## src/rtl/exposure_sequencer.sv

```systemverilog
// Capture controller for the pixel array: programmable exposure, timer handshake,
// two-row readout sequence and a watchdog that aborts a capture if the timer stalls.
module exposure_sequencer #(
  parameter int EXP_W     = 5,
  parameter int EXP_MIN   = 2,
  parameter int EXP_MAX   = 30,
  parameter int EXP_INIT  = 2,
  parameter int WD_MARGIN = 4
) (
  input  logic             Clk,
  input  logic             Reset,
  input  logic             Init,
  input  logic             Exp_increase,
  input  logic             Exp_decrease,
  input  logic             Timer_ovf,
  output logic [EXP_W-1:0] Timer_init,
  output logic             Timer_start,
  output logic             Timer_reset,
  output logic             Erase,
  output logic             Expose,
  output logic             NRE_1,
  output logic             NRE_2,
  output logic             ADC,
  output logic             Busy,
  output logic             Error
);

  localparam int WD_W = $clog2(EXP_MAX + WD_MARGIN + 1);
  localparam logic [WD_W-1:0]  WD_LIMIT  = WD_W'(EXP_MAX + WD_MARGIN);
  localparam logic [EXP_W-1:0] EXP_HI    = EXP_W'(EXP_MAX);
  localparam logic [EXP_W-1:0] EXP_LO    = EXP_W'(EXP_MIN);
  localparam logic [EXP_W-1:0] EXP_RESET = EXP_W'(EXP_INIT);

  typedef enum logic [3:0] {
    IDLE,
    ARM,
    EXPOSE,
    R0,
    R1,
    R2,
    R3,
    R4,
    R5,
    ABORT
  } state_t;

  state_t            state;
  state_t            next_state;
  logic [EXP_W-1:0]  exp_reg;
  logic [EXP_W-1:0]  exp_next;
  logic [WD_W-1:0]   wd_cnt;
  logic [WD_W-1:0]   wd_next;

  assign Timer_init = exp_reg;

  // Init has priority over exposure edits; inc and dec together cancel out.
  always_comb begin
    next_state = state;
    exp_next   = exp_reg;
    wd_next    = wd_cnt;
    case (state)
      IDLE: begin
        if (Init) begin
          next_state = ARM;
        end else if (Exp_increase && !Exp_decrease) begin
          if (exp_reg < EXP_HI) exp_next = exp_reg + 1'b1;
        end else if (Exp_decrease && !Exp_increase) begin
          if (exp_reg > EXP_LO) exp_next = exp_reg - 1'b1;
        end
      end
      ARM: begin
        next_state = EXPOSE;
        wd_next    = '0;
      end
      EXPOSE: begin
        wd_next = wd_cnt + 1'b1;
        if (Timer_ovf) begin
          next_state = R0;
        end else if (wd_cnt + 1'b1 == WD_LIMIT) begin
          next_state = ABORT;
        end
      end
      R0:      next_state = R1;
      R1:      next_state = R2;
      R2:      next_state = R3;
      R3:      next_state = R4;
      R4:      next_state = R5;
      R5:      next_state = IDLE;
      ABORT:   next_state = IDLE;
      default: next_state = IDLE;
    endcase
  end

  // Outputs are decoded from next_state so every strobe lines up with its state.
  always_ff @(posedge Clk or posedge Reset) begin
    if (Reset) begin
      state       <= IDLE;
      exp_reg     <= EXP_RESET;
      wd_cnt      <= '0;
      Erase       <= 1'b1;
      Expose      <= 1'b0;
      NRE_1       <= 1'b1;
      NRE_2       <= 1'b1;
      ADC         <= 1'b0;
      Timer_start <= 1'b0;
      Timer_reset <= 1'b0;
      Busy        <= 1'b0;
      Error       <= 1'b0;
    end else begin
      state       <= next_state;
      exp_reg     <= exp_next;
      wd_cnt      <= wd_next;
      Erase       <= (next_state == IDLE);
      Expose      <= (next_state == EXPOSE);
      NRE_1       <= !(next_state == R0 || next_state == R1);
      NRE_2       <= !(next_state == R3 || next_state == R4);
      ADC         <= (next_state == R1 || next_state == R4);
      Timer_start <= (next_state == ARM);
      Timer_reset <= (next_state == ABORT);
      Busy        <= (next_state != IDLE);
      if (next_state == ABORT) begin
        Error <= 1'b1;
      end else if (state == IDLE && Init) begin
        Error <= 1'b0;
      end
    end
  end

endmodule
```

## config.mk

```make
export PLATFORM = sky130hd
export DESIGN_NAME = exposure_sequencer
export DESIGN_NICKNAME = d
export VERILOG_FILES = /design/src/rtl/exposure_sequencer.sv
export SDC_FILE = /design/constraint.sdc
export NUM_CORES = 1
export LEC_CHECK = 0
export CORE_AREA = 2 2 55 57
export DETAILED_ROUTE_END_ITERATION = 10
export DIE_AREA = 0 0 57 59
export PLACE_DENSITY = 0.72
export SYNTH_ARGS = -nofsm -noshare
export SYNTH_HDL_FRONTEND = slang
export SYNTH_SLANG_ARGS = --single-unit
```

## constraint.sdc

```tcl
create_clock -name Clk -period 5.85 [get_ports Clk]
set_input_delay 1.755 -clock Clk [delete_from_list [all_inputs] [get_ports Clk]]
set_output_delay 1.755 -clock Clk [all_outputs]
set_load 0.01 [all_outputs]
```

[After elaboration in Yosys (flattened, before gate mapping)]
Index checks and enable logic that the tools add are counted.
Widths: inputs -> output; s select.
Word-level totals
  register bits after elaboration: 24
  input bits: 6
Cells by class
  bitwise logic cells: 1
  $add $sub $neg: 3
  mux-type cells: 11
  reduce and logical (&&, ||, !) cells: 18
  equal/unequal tests: 16
  magnitude comparators: 2
Operator list (count)
  $pmux 4 s8: 1
  $eq 4x3->1 const B: 7
  $mux 5: 4
  $eq 4x2->1 const B: 4
  $mux 4: 3
  $pmux 6 s2: 1
  $eq 4x1->1 const B: 2
  $logic_not 4->1: 2
  $reduce_bool 2->1: 4
  $add 6x1->6 const B: 1
  $eq 6x6->1 const B: 1
  $add 5x1->5 const B: 1
  $gt 5x2->1 const B: 1
  $lt 5x5->1 const B: 1
  $reduce_and 5->1: 1
  $sub 5x1->5 const B: 1
  $eq 4x4->1 const B: 1
  $logic_not 1->1: 4
  $reduce_bool 4->1: 1
  $logic_and 1x1->1: 3
  $logic_or 1x1->1: 3
  $mux 1: 2
  $ne 2x1->1 const B: 1
  $not 1->1: 1

[Longest topological paths before layout]
Gate-level depths: netlist of run 1.
  word-level depth: 8
  gate-level depth with buffers: 8

[Worst setup path before layout of run 1]
No wires, ideal clock.
  kind: in2reg
  start: in Exp_decrease
  end: reg exp_reg[4], in the netlist Timer_init[4]
  slack: 2.257 ns
  buffers on the path: 0
  library setup time: 0.079 ns
  stages: 8
  arrival time: 3.514 ns
  cell sequence: inv_1 ha_1 inv_1 fa_1 and3_1 or3_1 a2111oi_2 xor2_1
On the way
  longest elaborated chain between the ends: 4
  elaborated cells between the ends (all ways): 8
Ends and longest elaborated chain
  start: declaration: RTL line 14  | input logic Exp_decrease,
  $logic_not 1->1: RTL line 65  | end else if (Exp_increase && !Exp_decrease) begin
  $logic_and 1x1->1: RTL line 65
  $ne 2x1->1 (no source line) / $reduce_bool 2->1 (equally long branches)
  $reduce_and 5->1 (no source line)
  end signal: assignment: RTL line 111  | exp_reg <= exp_next;
  end: declaration: RTL line 49  | logic [EXP_W-1:0] exp_reg;
Several ways; a longest one is shown, not always the timed one.
A chain may end at the register's enable or synchronous reset.

[Final worst setup path of run 1]
  start: in Exp_increase
  end: reg exp_reg[4], in the netlist Timer_init[4]
On the way
  longest elaborated chain between the ends: 4
  elaborated cells between the ends (all ways): 8
Ends and longest elaborated chain
  start: declaration: RTL line 13  | input logic Exp_increase,
  $logic_not 1->1: RTL line 67  | end else if (Exp_decrease && !Exp_increase) begin
  $logic_and 1x1->1: RTL line 67
  $reduce_bool 2->1 (no source line)
  $reduce_and 5->1 (no source line)
Several ways; a longest one is shown, not always the timed one.

==> flow_summary.ini, run 1 <==
[die]
die_x_um = 57
die_area_um2 = 3363
fp.coreArea_um2 = 2710
rows = 19
initial_core_util_pct = 48.25
ios = 20
die_y_um = 59

[worst_setup_path]
cp-start-kind = input port
path_max_fanout = 5
worstSetupPathType = in -> reg
crit_path_max_incr_delay_ns = 0.46
worstPathCellList = clkdlybuf4s50_1 -> ha_1 -> inv_1 -> fa_1 -> and3_1 -> or3_1 -> a2111oi_2 -> xor2_1
crit_slowest_cell = clkdlybuf4s50_1
cp_data_required_time_ns = 6.09
crit_arrival_ns = 4.13
endpoint_kind = flip-flop

[synthesis]
ys_seq_elements = 24
synth_ff_type = dfrtp_1
async_reset_ff_share_pct = 100.0
syn_area_per_cell_um2 = 10.72
syn_area_um2 = 1308
ys_warn_count = 0
synth.top_cell.area_share_pct = 38.28
ys_types = 42
synth_area_leaders = dfrtp_1 38%, dfstp_2 8.0%, ha_1 5.7%
syn_inst = 122
synth.net_count = 135
ys_seq_area_share_pct = 46.32
synth_edf_count = 0
yosysTopAreaCell = dfrtp_1

[final_layout]
syn_to_final_growth_pct = 19.43
antenna_cells = 0
nNetsFinal = 153
drive_gt1_share_pct = 15.11
nFillCells = 234

[sta]
fmax_ghz = 0.2571
worst_pin_slew_ns = 0.8878
fin_crit_ns = 3.889
rsz0062_at_grt = no
finalSetupViolations = 0
final_hold_viol_count = 0
finalMaxSlewViolations = 0
fin_crit_sh_pct = 66.48
fin_skew_ns = 0.002314
relSlewSlack_pct = 40.75
setup-tns-final_ns = 0

[cts]
hold_buffers = 0
clock_latency_ns = 0.31
htree_levels = 1
cts_buffers = 3
cts_max_path_buffers = 2
cts-root-buf = clkbuf_4
post_cts_buffers = 0
cts_tree = built
clkTransAtPathRegs_ns = 0.13
ctsResizeCount = 0
cts.sinks = 24

[route]
firstDrtPassIters = 4
drt_iter0_markers = 22
drcViolationCount = 0
final_antenna_net_count = 0
wire_per_inst_um = 13.88
via_per_inst = 5.488
vias = 933
wirelength_mm = 2.359

[global_routing]
overflow = 0
grt_pass1_wl_mm = 4.036
antenna_found_initial = 0
grt_pass1_vias = 939
grt_max_degree = 25
grt_use_total_pct = 15.59

[status]
status = finished, final reports clean

[placed_design]
numPortBuffers = 19
gp_congestion = 0.8558
dp_hpwl_mm = 1.744

[pwr]
p_per_area_nw_per_um2 = 503.5
max-vdd-ir-drop_uv = 310.0
p_leak_nw = 0.6656
p_total_mw = 0.7863

[job]
drv_cap = 0

[min_path]
min_path_type = reg -> reg
-- path summary, 6_finish.rpt --
path	slack [ns]	to	depth (start not counted)	from
min in group asynchronous	1.91	Timer_init[3]	2	Reset
min reg2reg	0.53	Error	2	Error
max in group asynchronous	3.39	wd_cnt[0]	2	Reset
min	0.53	Error	2	Error
max reg2reg	3.64	Timer_init[4]	5	Timer_init[0]
max	1.96	Timer_init[4]	8	Exp_increase
-- layout by cell type (no fill, tap or decap), types with 2 or more instances in the layout --
cell type / netlist / final
a21oi_1: 3 / 3
xnor2_1: 5 / 5
nor3_1: 2 / 2
nand2_1: 8 / 8
clkbuf_4: 0 / 3
inv_1: 6 / 6
ha_1: 6 / 6
nand2b_1: 2 / 2
dfstp_2: 4 / 4
o21ai_0: 10 / 10
xor2_1: 6 / 6
clkdlybuf4s50_1: 0 / 19
a21o_1: 2 / 2
nor2_1: 7 / 7
mux2_2: 3 / 3
nand3_1: 5 / 5
or3_1: 3 / 3
dfrtp_1: 20 / 20
-- report_power, final --
group          internal (mW)  switching, mW  total [mW]  leakage, nW
clock                 0.0692         0.0496       0.119       0.0279
sequential             0.231         0.0785       0.309        0.299
combinational          0.192          0.166       0.358        0.338
total                  0.492          0.295       0.786        0.666
-- per-stage QoR --
stage / instance area (um2) / util, % / setup WS, ns / std cells / hold slack, ns
after floorplan: 1308 / - / 2.257 / 122 / 0.4926
after global placement: 1509 / 55.68 / 1.759 / 166 / 0.4946
after detailed placement: 1509 / 55.68 / 1.637 / 166 / 0.5169
after CTS: 1562 / 57.62 / 1.979 / 170 / 0.5361
after global routing: 1562 / 57.62 / 1.869 / 170 / 0.5681
final: 1562 / 57.62 / 1.961 / 170 / 0.5338
-- cells in the mapped netlist, types with 2 or more instances --
master and number:
a21o_1 2, a21oi_1 3, buf_2 4, clkbuf_1 2, dfrtp_1 20, dfstp_2 4
ha_1 6, inv_1 6, mux2_2 3, nand2_1 8, nand2b_1 2, nand3_1 5
nor2_1 7, nor3_1 2, o21ai_0 10, or3_1 3, xnor2_1 5, xor2_1 6
-- per-layer routing --
metal	vias to the layer above	track usage (%)	share of wire [%]
li1	461	-	-
met1	450	20.82	48
met2	18	24.47	47
met3	4	2.620	3.6
met4	0	8.306	1.4
met5	-	0	0
-- state kept, by name, indices dropped and copies added (netlist names) --
| signal | cells |
|---|---|
| wd_cnt | 6 |
| Timer_init | 5 |
| state | 4 |
| ADC | 1 |
| Busy | 1 |
| Erase | 1 |
| Error | 1 |
| Expose | 1 |
| NRE_1 | 1 |
| NRE_2 | 1 |
| Timer_reset | 1 |
| Timer_start | 1 |
-- final cells by class --
cell class	instances	area, um2	share of cell area, %
Multi-Input combinational cell	86	651.9	41.75
Sequential cell	24	605.6	38.78
Timing Repair Buffer	19	190.2	12.18
Tap cell	31	38.79	2.484
Clock inverter	1	30.03	1.923
Clock buffer	3	22.52	1.442
Inverter	6	22.52	1.442
-- cells by family after synthesis --
logic type                 count (synthesis)  synth area share [%]
muxes                                      4                 3.349
buffers and inverters                     12                 3.828
AOI/OAI and AO/OA                         24                 13.59
xor gates and xnor gates                  11                 7.368
and+or+nand+nor                           40                 18.28
adders and majority gates                  7                 7.273
DFF                                       24                 46.32
-- worst max-delay path: cells and delay by family --
family | cells | cell delay [ns]
fa+ha+maj | 2 | 0.62
compound gates | 1 | 0.39
simple gates | 2 | 0.57
buf+inv | 2 | 0.58
xor+xnor | 1 | 0.21
Power figures use the tool's default switching activity.
==> inputs of run 2 (changes only) <==
- clock period: 5.85 -> 3.6 ns (I/O delays scaled with it)
==> results of run 2 <==
The final DEF is identical to that of run 1. Status: finished, final reports clean.
Main changes from that run: setup slack after placement 1.637 ns -> 0.06202 ns; setup slack after layout 1.961 ns -> 0.3858 ns; register-to-register setup slack 3.64 ns -> 1.39 ns; total power 0.7863 mW -> 1.278 mW; worst IR drop on VDD 310.0 uV -> 503.7 uV
==> inputs of run 3 (changes only) <==
- clock period: 3.6 -> 3.35 ns (I/O delays scaled with it)
==> flow_summary.ini, run 3 (same netlist as run 1, synthesis figures left out) <==
[status]
status = finished, final reports clean

[placed_design]
dp_hpwl_mm = 1.818
numPortBuffers = 19
pre_cts_ws_ns = -0.07476
gp_congestion = 0.8564
placed_area_um2 = 1516

[worst_setup_path]
crit_slowest_cell = clkdlybuf4s50_1
crit_path_max_incr_delay_ns = 0.46
worstSetupPathType = in -> reg
worst-r2r-setup-slack_ns = 1.21
endpoint_kind = flip-flop
cp_data_required_time_ns = 3.60
worstPathCellList = clkdlybuf4s50_1 -> ha_1 -> inv_1 -> fa_1 -> and3_1 -> or3_1 -> a2111oi_2 -> xor2_1
cp-start-kind = input port
path_buf_inv = 2
crit_arrival_ns = 3.34
path_max_fanout = 5
crit_family = adder cells

[die]
rows = 19
initial_core_util_pct = 48.25
ios = 20
die_x_um = 57
fp.coreArea_um2 = 2710
die_area_um2 = 3363
die_y_um = 59

[pwr]
p_sw_mw = 0.5219
p_int_mw = 0.8106
p_seq_share_pct = 41.0
p_per_area_nw_per_um2 = 858.1
switching_share_pct = 39.17
p_comb_share_pct = 47.6
pwr-share-clk_pct = 11.4
max-vdd-ir-drop_uv = 631.2
p_leak_nw = 0.6634

[final_layout]
largest_register = wd_cnt
layout_common_cells = 20 x dfrtp_1, 19 x clkdlybuf4s50_1, 10 x o21ai_0
final_common_cell = dfrtp_1
multi_input_area_um2 = 651.9
antenna_cells = 0
final_area_um2 = 1553
nFillCells = 233
ff_latch_area_um2 = 605.6
nNetsFinal = 154
drive_gt1_share_pct = 15.71
syn_to_final_growth_pct = 18.76
largest_reg_flops = 6

[cts]
ctsResizeCount = 0
cts_tree = built
clkTransAtPathRegs_ns = 0.13
cts_max_path_buffers = 2
hold_buffers = 0
clock_latency_ns = 0.32
post_cts_buffers = 0
cts-root-buf = clkbuf_4
htree_levels = 1
cts_buffers = 3
cts.sinks = 24

[min_path]
min_path_type = reg -> reg

[sta]
final_hold_viol_count = 0
relSlewSlack_pct = 42.78
fin_crit_sh_pct = 92.26
rsz0062_at_grt = no
fin_skew_ns = 0.007125
worst_slack_ns = 0.2594
finalSetupViolations = 0
whs_ns = 0.5478
fin_crit_ns = 3.091
worst_pin_slew_ns = 0.8573
finalMaxSlewViolations = 0
fmax_ghz = 0.3236

[route]
wirelength_mm = 2.458
drcViolationCount = 0
drt_iter0_markers = 11
firstDrtPassIters = 4
wire_per_inst_um = 14.37
vias = 945
final_antenna_net_count = 0
via_per_inst = 5.526

[global_routing]
grt_pass1_wl_mm = 4.257
grt_max_degree = 25
grt_pass1_vias = 956
overflow = 0
antenna_found_initial = 0
grt_use_total_pct = 16.30

[job]
drv_cap = 0
[run 3: power groups by stage]
stage,sequential (mW),clock [mW],combinational [mW]
floorplan,0.508,0,0.450
global placement,0.540,0,0.617
detailed placement,0.552,0,0.637
CTS,0.546,0.157,0.641
global route,0.563,0.169,0.707
finish,0.546,0.152,0.635
[run 3: path summary, 6_finish.rpt]
check | startpoint | end | depth (start not counted)
worst max register to register | Timer_init[0] | Timer_init[4] | 5
worst min register to register | Error | Error | 2
min in group asynchronous | Reset | Timer_init[3] | 2
max in group asynchronous | Reset | wd_cnt[0] | 2
worst min-delay path | Error | Error | 2
worst max-delay path | Exp_increase | Timer_init[4] | 8
[run 3: tightest hold or removal path: stages (launching register included)]
cell and delay, ns:
dfrtp_1 0.40, inv_1 0.06, o22ai_1 0.06
[run 3: layout make-up]
type                       count  share of cell area, %
timing repair buffer          20                  12.73
inverter                       6                  1.450
sequential                    24                  39.00
clock buffer                   4                  2.337
multi-input combinational     86                  41.98
tap                           31                  2.498
[run 3: layer usage]
metal  global-route usage [%]  wire length [um]  vias to the layer above  part of all wire (%)
met3                    4.803               113                        2                   4.6
met2                    28.41              1218                       21                    50
li1                         -                 -                      466                     -
met1                    20.00              1107                      456                    45
met4                    3.987                18                        0                  0.73
met5                        0                 0                        -                     0
[run 3: per-stage QoR]
stage	utilization [%]	total power, mW	instances	setup TNS (ns)
floorplan	-	0.9579	122	0
global placement	55.96	1.157	167	0
detailed placement	55.96	1.188	167	-0.07476
CTS	57.29	1.344	171	0
global route	57.29	1.439	171	0
finish	57.29	1.332	171	0
